## config.mk

```make
export PLATFORM = sky130hd
export DESIGN_NAME = banco_registros_param
export DESIGN_NICKNAME = d
export VERILOG_FILES = /design/src/rtl/banco_registros_param.sv
export SDC_FILE = /design/constraint.sdc
export NUM_CORES = 1
export LEC_CHECK = 0
export BUFFER_PORTS_ARGS = -buffer_cell sky130_fd_sc_hd__clkbuf_2
export CAP_MARGIN = 20
export CORE_ASPECT_RATIO = 2
export CORE_MARGIN = 5
export CORE_UTILIZATION = 40
export DETAILED_ROUTE_END_ITERATION = 8
export GPL_ROUTABILITY_DRIVEN = 0
export SLEW_MARGIN = 40
export SYNTH_ARGS = -nofsm -noshare
export SYNTH_HDL_FRONTEND = slang
export SYNTH_SLANG_ARGS = --single-unit
```

## constraint.sdc

```tcl
create_clock -name clk -period 1.9 [get_ports clk]
set_input_delay 0.38 -clock clk [delete_from_list [all_inputs] [get_ports clk]]
set_output_delay 0.38 -clock clk [all_outputs]
set_load 0.005 [all_outputs]
```

## src/rtl/banco_registros_param.sv

```systemverilog
// Parametrised register bank: two registered read ports, one write port,
// write-first bypass, optional PC alias at the top address and a sequenced bulk clear.
module banco_registros_param #(
    parameter int DATA_W    = 32,
    parameter int ADDR_W    = 4,
    parameter int PC_MAP    = 1,
    parameter int PC_OFFSET = 8
) (
    input  logic              clk,
    input  logic              rst_n,
    input  logic              we,
    input  logic [ADDR_W-1:0] wa,
    input  logic [DATA_W-1:0] wd,
    input  logic [ADDR_W-1:0] ra1,
    input  logic [ADDR_W-1:0] ra2,
    input  logic [DATA_W-1:0] pc_in,
    input  logic              clr_start,
    output logic [DATA_W-1:0] rd1,
    output logic [DATA_W-1:0] rd2,
    output logic              busy
);

    localparam int                DEPTH = 2 ** ADDR_W;
    localparam logic [ADDR_W-1:0] TOP   = ADDR_W'(DEPTH - 1);
    localparam logic              PC_EN = (PC_MAP != 0);

    typedef enum logic {IDLE, CLEAR} state_t;

    state_t            state_q, state_d;
    logic [ADDR_W-1:0] cnt_q, cnt_d;
    logic [DATA_W-1:0] regs_q [DEPTH];
    logic [DATA_W-1:0] regs_d [DEPTH];
    logic [DATA_W-1:0] rd1_q, rd1_d;
    logic [DATA_W-1:0] rd2_q, rd2_d;
    logic              wr_ok;
    logic [DATA_W-1:0] pc_val;

    assign busy   = (state_q == CLEAR);
    assign wr_ok  = we && !busy && !(PC_EN && (wa == TOP));
    assign pc_val = pc_in + DATA_W'(PC_OFFSET);
    assign rd1    = rd1_q;
    assign rd2    = rd2_q;

    // Read priority: clear sweep, then PC alias, then bypass, then storage.
    function automatic logic [DATA_W-1:0] read_f(input logic [ADDR_W-1:0] a,
                                                 input logic [DATA_W-1:0] entry);
        if (busy)
            return '0;
        else if (PC_EN && (a == TOP))
            return pc_val;
        else if (wr_ok && (wa == a))
            return wd;
        else
            return entry;
    endfunction

    always_comb begin
        state_d = state_q;
        cnt_d   = cnt_q;
        regs_d  = regs_q;
        rd1_d   = read_f(ra1, regs_q[ra1]);
        rd2_d   = read_f(ra2, regs_q[ra2]);
        case (state_q)
            IDLE: begin
                if (wr_ok)
                    regs_d[wa] = wd;
                if (clr_start) begin
                    state_d = CLEAR;
                    cnt_d   = '0;
                end
            end
            CLEAR: begin
                regs_d[cnt_q] = '0;
                cnt_d         = cnt_q + ADDR_W'(1);
                if (cnt_q == TOP)
                    state_d = IDLE;
            end
            default: state_d = IDLE;
        endcase
    end

    always_ff @(posedge clk or negedge rst_n) begin
        if (!rst_n) begin
            state_q <= IDLE;
            cnt_q   <= '0;
            rd1_q   <= '0;
            rd2_q   <= '0;
            for (int i = 0; i < DEPTH; i++)
                regs_q[i] <= '0;
        end else begin
            state_q <= state_d;
            cnt_q   <= cnt_d;
            rd1_q   <= rd1_d;
            rd2_q   <= rd2_d;
            regs_q  <= regs_d;
        end
    end

endmodule
```

[Word-level counts from Yosys, hierarchy flattened]
Index checks and enable logic that the tools add are counted.
Widths: inputs -> output; s select.
Storage, ports and cells
  flip-flop bits (word level): 581
  latch bits: 0
  bits in writable memories: 0
  bits in read-only memories: 0
  input bits: 80
  output and inout port bits: 65
  memories kept: 0
Cells by class
  add/sub/neg operators: 2
  $mul: 0
  div/mod/pow operators: 0
  order comparisons: 6
  eq/ne operators: 8
  shifts and indexed selects: 0
  multiplexer cells: 24
  bitwise operators: 7
  reduce and logical (&&, ||, !) cells: 8
Operator list (count)
  $pmux 512 s2: 1
  $and 512x512->512: 1
  $bwmux 512: 1
  $mux 512: 1
  $not 512->512: 1
  $mux 32: 12
  $bmux 32 s4: 2
  $demux 32 s4: 2
  $add 32x4->32 const B: 1
  $ge 5x5->1 const B: 4
  $not 4->5: 4
  $eq 4x4->1 const B: 4
  $lt 5x1->1 const B: 2
  $eq 4x4->1: 2
  $pmux 4 s2: 1
  $logic_and 1x1->1: 6
  $add 4x1->4 const B: 1
  $mux 4: 1
  $ne 2x2->1 const B: 2
  $logic_not 1->1: 2
  $mux 1: 2
  $pmux 1 s2: 1
  $not 1->1: 1

[Longest topological paths before layout]
  depth in word-level cells: 8
  mapped depth: 9
  gate-level depth less buffers: 6

[Worst setup path before layout]
Ideal clock, no wire load.
  path type: input port to flip-flop
  start point: input ra2[0]
  end point: register rd2_q[24], in the netlist rd2[24]
  library setup time: 0.137 ns
  arrival time: 2.012 ns
  required time: 1.763 ns
  setup slack: -0.249 ns
  stages: 8
  buffers on the path: 4
  path through: buf_2 -> buf_2 -> buf_2 -> buf_2 -> mux2i_1 -> nor2_1 -> a2111oi_0 -> nor4_1
On the way
  word-level cells in the longest chain between the ends: 7
  elaborated cells on any way between the ends: 10
  those cells by class: eq/ne: 2; mux: 6; bitwise: 1; reduce/logical: 1
RTL lines
  start: declaration: RTL line 15  | input logic [ADDR_W-1:0] ra2,
  $not 4->5 (implied by the code): RTL line 62  | rd2_d = read_f(ra2, regs_q[ra2]);
  $bmux 32 s4: RTL line 62
  $mux 32 (implied by the code) (2 in series): RTL line 62
  $mux 32: RTL line 51  | else if (wr_ok && (wa == a))
  $mux 32 *: RTL line 49  | else if (PC_EN && (a == TOP))
  $mux 32 *: RTL line 47  | if (busy)
  net rd2_d[24]: RTL line 34  | logic [DATA_W-1:0] rd2_q, rd2_d;
  end signal: assignment: RTL line 94  | rd2_q <= rd2_d;
  end: declaration: RTL line 34
The timed path passes the listed nets; every way through them passes the cells marked *. The select of a mux whose other input is x is not followed.
A chain may end at the register's enable or synchronous reset.

[Worst setup path in the final report]
  start point: register regs_q[275] in the netlist's numbering
  end point: register rd2_q[19], in the netlist rd2[19]
On the way
  word-level cells in the longest chain between the ends: 6
RTL lines
  start: declaration: RTL line 31  | logic [DATA_W-1:0] regs_q [DEPTH];
  start signal: assignment: RTL line 95  | regs_q <= regs_d;
  $bmux 32 s4: RTL line 62
  $mux 32 (implied by the code) (2 in series): RTL line 62
  $mux 32: RTL line 51
  $mux 32: RTL line 49
  $mux 32: RTL line 47
  net rd2_d[19]: RTL line 34
The timed path passes the listed nets, and every way through them passes these cells. The select of a mux whose other input is x is not followed.

==> flow_summary.yaml <==
outcome:
  violated_checks: "negative setup slack"
  status: "finished with violations"
clocking:
  clock_tree.htree_level_count: 2
  numClockSinks: 581
  cts_buffers: 52
  cts_root_buf: "sky130_fd_sc_hd__clkbuf_16"
  clock_transition_at_the_register_clock_pins_on_the_worst_setup_and_hold_paths_after_cts_ns: 0.07
  clkLatencyLatePin_ns: 0.63
  clockBufferDepth: 3
  clock_tree_from_tritoncts: "built"
final_layout:
  multi_input_area_sq_um: 14700
  drive_gt1_share_pct: 39.1
  filler_cell_count: 6113
  reg_area_sq_um: 14500
  areaGrowthSynthToFinish_pct: 26.7
  post-route-util_pct: 51.1
  stdcell_count: 3617
  finalNetCount: 2731
  most-common-layout-cells: "sky130_fd_sc_hd__dfrtp_1, sky130_fd_sc_hd__a22o_1, sky130_fd_sc_hd__buf_4, sky130_fd_sc_hd__mux4_2, sky130_fd_sc_hd__clkbuf_2"
  mostFrequentLayoutCell: "sky130_fd_sc_hd__dfrtp_1"
pwr:
  max_rail_drop_vdd_mv: 0.685
  power_density_nw_per_um2: 1020
  p_int_uw: 25500
  sequentialPowerShare_pct: 41.3
  power_switching_uw: 13000
  static-leakage-power_uw: 0.0171
  comb_power_share_pct: 29.9
  power.clock.fraction_pct: 28.8
  total_power_of_the_final_layout_uw: 38500
  sw_frac_of_total_pct: 33.8
critical_path:
  regToRegSetupSlack_ns: -0.17
  worst_r2r_startpoint: "regs_q[275]"
  timing.critical_path.to_type: "flip-flop"
  crit_path_class: "flip-flop to flip-flop"
  critPathMaxFanout: 3
  crit_path_start_kind: "flip-flop"
  r2r_cells: 4
  critPathArrivalTime_ns: 2.54
  worst_r2r_endpoint: "rd2[19]"
  worstPathRequired_ns: 2.37
route:
  routedWlPerCell_um: 37.7
  drt_drc_violations_left: 0
  drt_first_iter_violations: 3191
  detail_route.wirelength_um: 136000
  drtPass1Iterations: 8
  vias: 25481
  via_per_inst: 7.04
  drt.antenna.violating_nets: 0
global_routing:
  via_count_of_the_first_global_routing_pass: 26855
  number_of_antenna_violations_at_the_first_check_in_global_routing: 6
  grt-ovfl-total: 0
  grt_start_max_net_pins: 76
  grt_pass1_wl_um: 191000
  grt_usage_pct: 32.5
synthesis:
  synthesis.area_per_instance_sq_um: 13.1
  mappedNetlistNets: 2361
  ys.flop_type: "sky130_fd_sc_hd__dfrtp_1"
  synth_cell_type_count: 52
  synth_enable_flop_cells: 0
  synth-warning-count: 0
  synth_async_sr_flop_share_pct: 100
  postSynthCellCount: 2276
  synth_seq_cells: 581
  synth-seq-area-share_pct: 48.7
  synthesis.area_sq_um: 29800
floorplanning:
  floorplan.die.height_um: 396
  floorplan.io_pins: 145
  dieArea_sq_um: 80500
  die_width_um: 203
  core_area_sq_um: 73900
  start_util_pct: 40.3
  rows: 141
sta:
  final.setup_skew_ns: 0.0206
  tightest_slew_ns: 0.714
  setup_violations: 66
  timing_max_transition_violations_final: 0
  finalHoldViolations: 0
  finalWorstPathRequiredPeriod_ns: 2.07
  worst_slack_ns: -0.173
  fin_tns_setup_ns: -1.41
  max_clock_freq_mhz: 482
  maxSlewHeadroom_pct: 52.2
  rsz0062_at_grt: "yes"
  finalCritPeriodShare_pct: 109
worst_hold_path:
  worst_hold_depth: 3
  hp-class: "primary input to flip-flop"
  min-delay-start: "pc_in[1]"
  worstHoldEndpoint: "rd2[1]"
placed_design:
  post-dp-hpwl_um: 89700
  placedCellCount: 3488
  placement.io_buffers: 144
job:
  drv.max_cap_violation_count: 0
cells by family after synthesis:
group | share of synthesized area, %
xor+xnor | 0.940
compound gates | 19.6
flops | 48.7
buf+inv | 4.05
simple gates | 5.83
mux | 20.6
fa+ha+maj | 0.210
critical path, cell delays in order (launching register included):
cell,delay (ns)
sky130_fd_sc_hd__dfrtp_1,0.39
sky130_fd_sc_hd__mux4_2,0.52
sky130_fd_sc_hd__mux4_2,0.60
sky130_fd_sc_hd__nor3_4,0.37
sky130_fd_sc_hd__a2111oi_4,0.06
timing repair:
item / CTS / global route
setup buffers: 17 / 8
resized for setup: 61 / 35
hold endpoints to repair: 63 / 0
pin swaps: 12 / 31
hold buffers: 1 / 0
cloned: 5 / 11
endpoints found under the setup margin: 303 / 216
sequential cells by signal, summed over array words and instances, names as in the netlist:
name    flops
cnt_q       4
rd2        32
busy        1
rd1        32
regs_q    512
area by class of cell:
| type | instances | area share, % |
|---|---|---|
| Clock buffer | 69 | 3.93 |
| Multi-Input combinational cell | 1403 | 38.9 |
| Clock inverter | 24 | 0.636 |
| Tap cell | 929 | 3.08 |
| Antenna cell | 3 | 0.0199 |
| Inverter | 10 | 0.0993 |
| Sequential cell | 581 | 38.5 |
| Timing Repair Buffer | 598 | 14.9 |
layer usage:
metal	GRT usage [%]	part of all wire [%]	wire, um
met5	0	0.015	21
met4	30.0	13	17400
met3	6.01	9.2	12600
met2	53.4	47	64700
met1	35.3	31	41700
stage by stage:
stage / area [sq um] / hold WS (ns) / worst slack [ns]
floorplan: 30100 / 0.0844 / -0.0581
global placement: 35100 / 0.288 / -0.886
detailed placement: 35100 / 0.304 / -0.905
CTS: 37400 / 0.0251 / -0.233
global route: 37800 / 0.0577 / -0.131
finish: 37800 / 0.0344 / -0.173
how the worst max path moves through the flow:
stage           startpoint      end
2_1_floorplan        wa[1]  rd1[30]
3_3_place_gp        ra2[0]  rd2[19]
3_5_place_dp        ra2[0]  rd2[19]
4_1_cts        regs_q[275]  rd2[19]
5_1_grt        regs_q[275]  rd2[19]
6_report       regs_q[275]  rd2[19]
cells in the mapped netlist (40+ instances only):
library cell / number / area share, %
sky130_fd_sc_hd__a211oi_1: 45 / 1.1
sky130_fd_sc_hd__a21oi_1: 60 / 1.0
sky130_fd_sc_hd__a22o_1: 482 / 14
sky130_fd_sc_hd__a22oi_1: 78 / 2.0
sky130_fd_sc_hd__buf_1: 45 / 0.57
sky130_fd_sc_hd__buf_2: 44 / 0.74
sky130_fd_sc_hd__clkbuf_1: 181 / 2.3
sky130_fd_sc_hd__dfrtp_1: 581 / 49
sky130_fd_sc_hd__mux4_2: 248 / 19
sky130_fd_sc_hd__nand2_1: 100 / 1.3
sky130_fd_sc_hd__nor2_1: 82 / 1.0
sky130_fd_sc_hd__nor3_1: 40 / 0.67
power by group through the flow:
stage               registers [uW]  logic, uW  clock network (uW)
floorplan                    15300       5510                   0
finish                       15900      11500               11100
global route                 16000      11800               11600
global placement             15800      10300                   0
detailed placement           15900      10400                   0
CTS                          15800      10900               11100
Power figures use the tool's default switching activity.
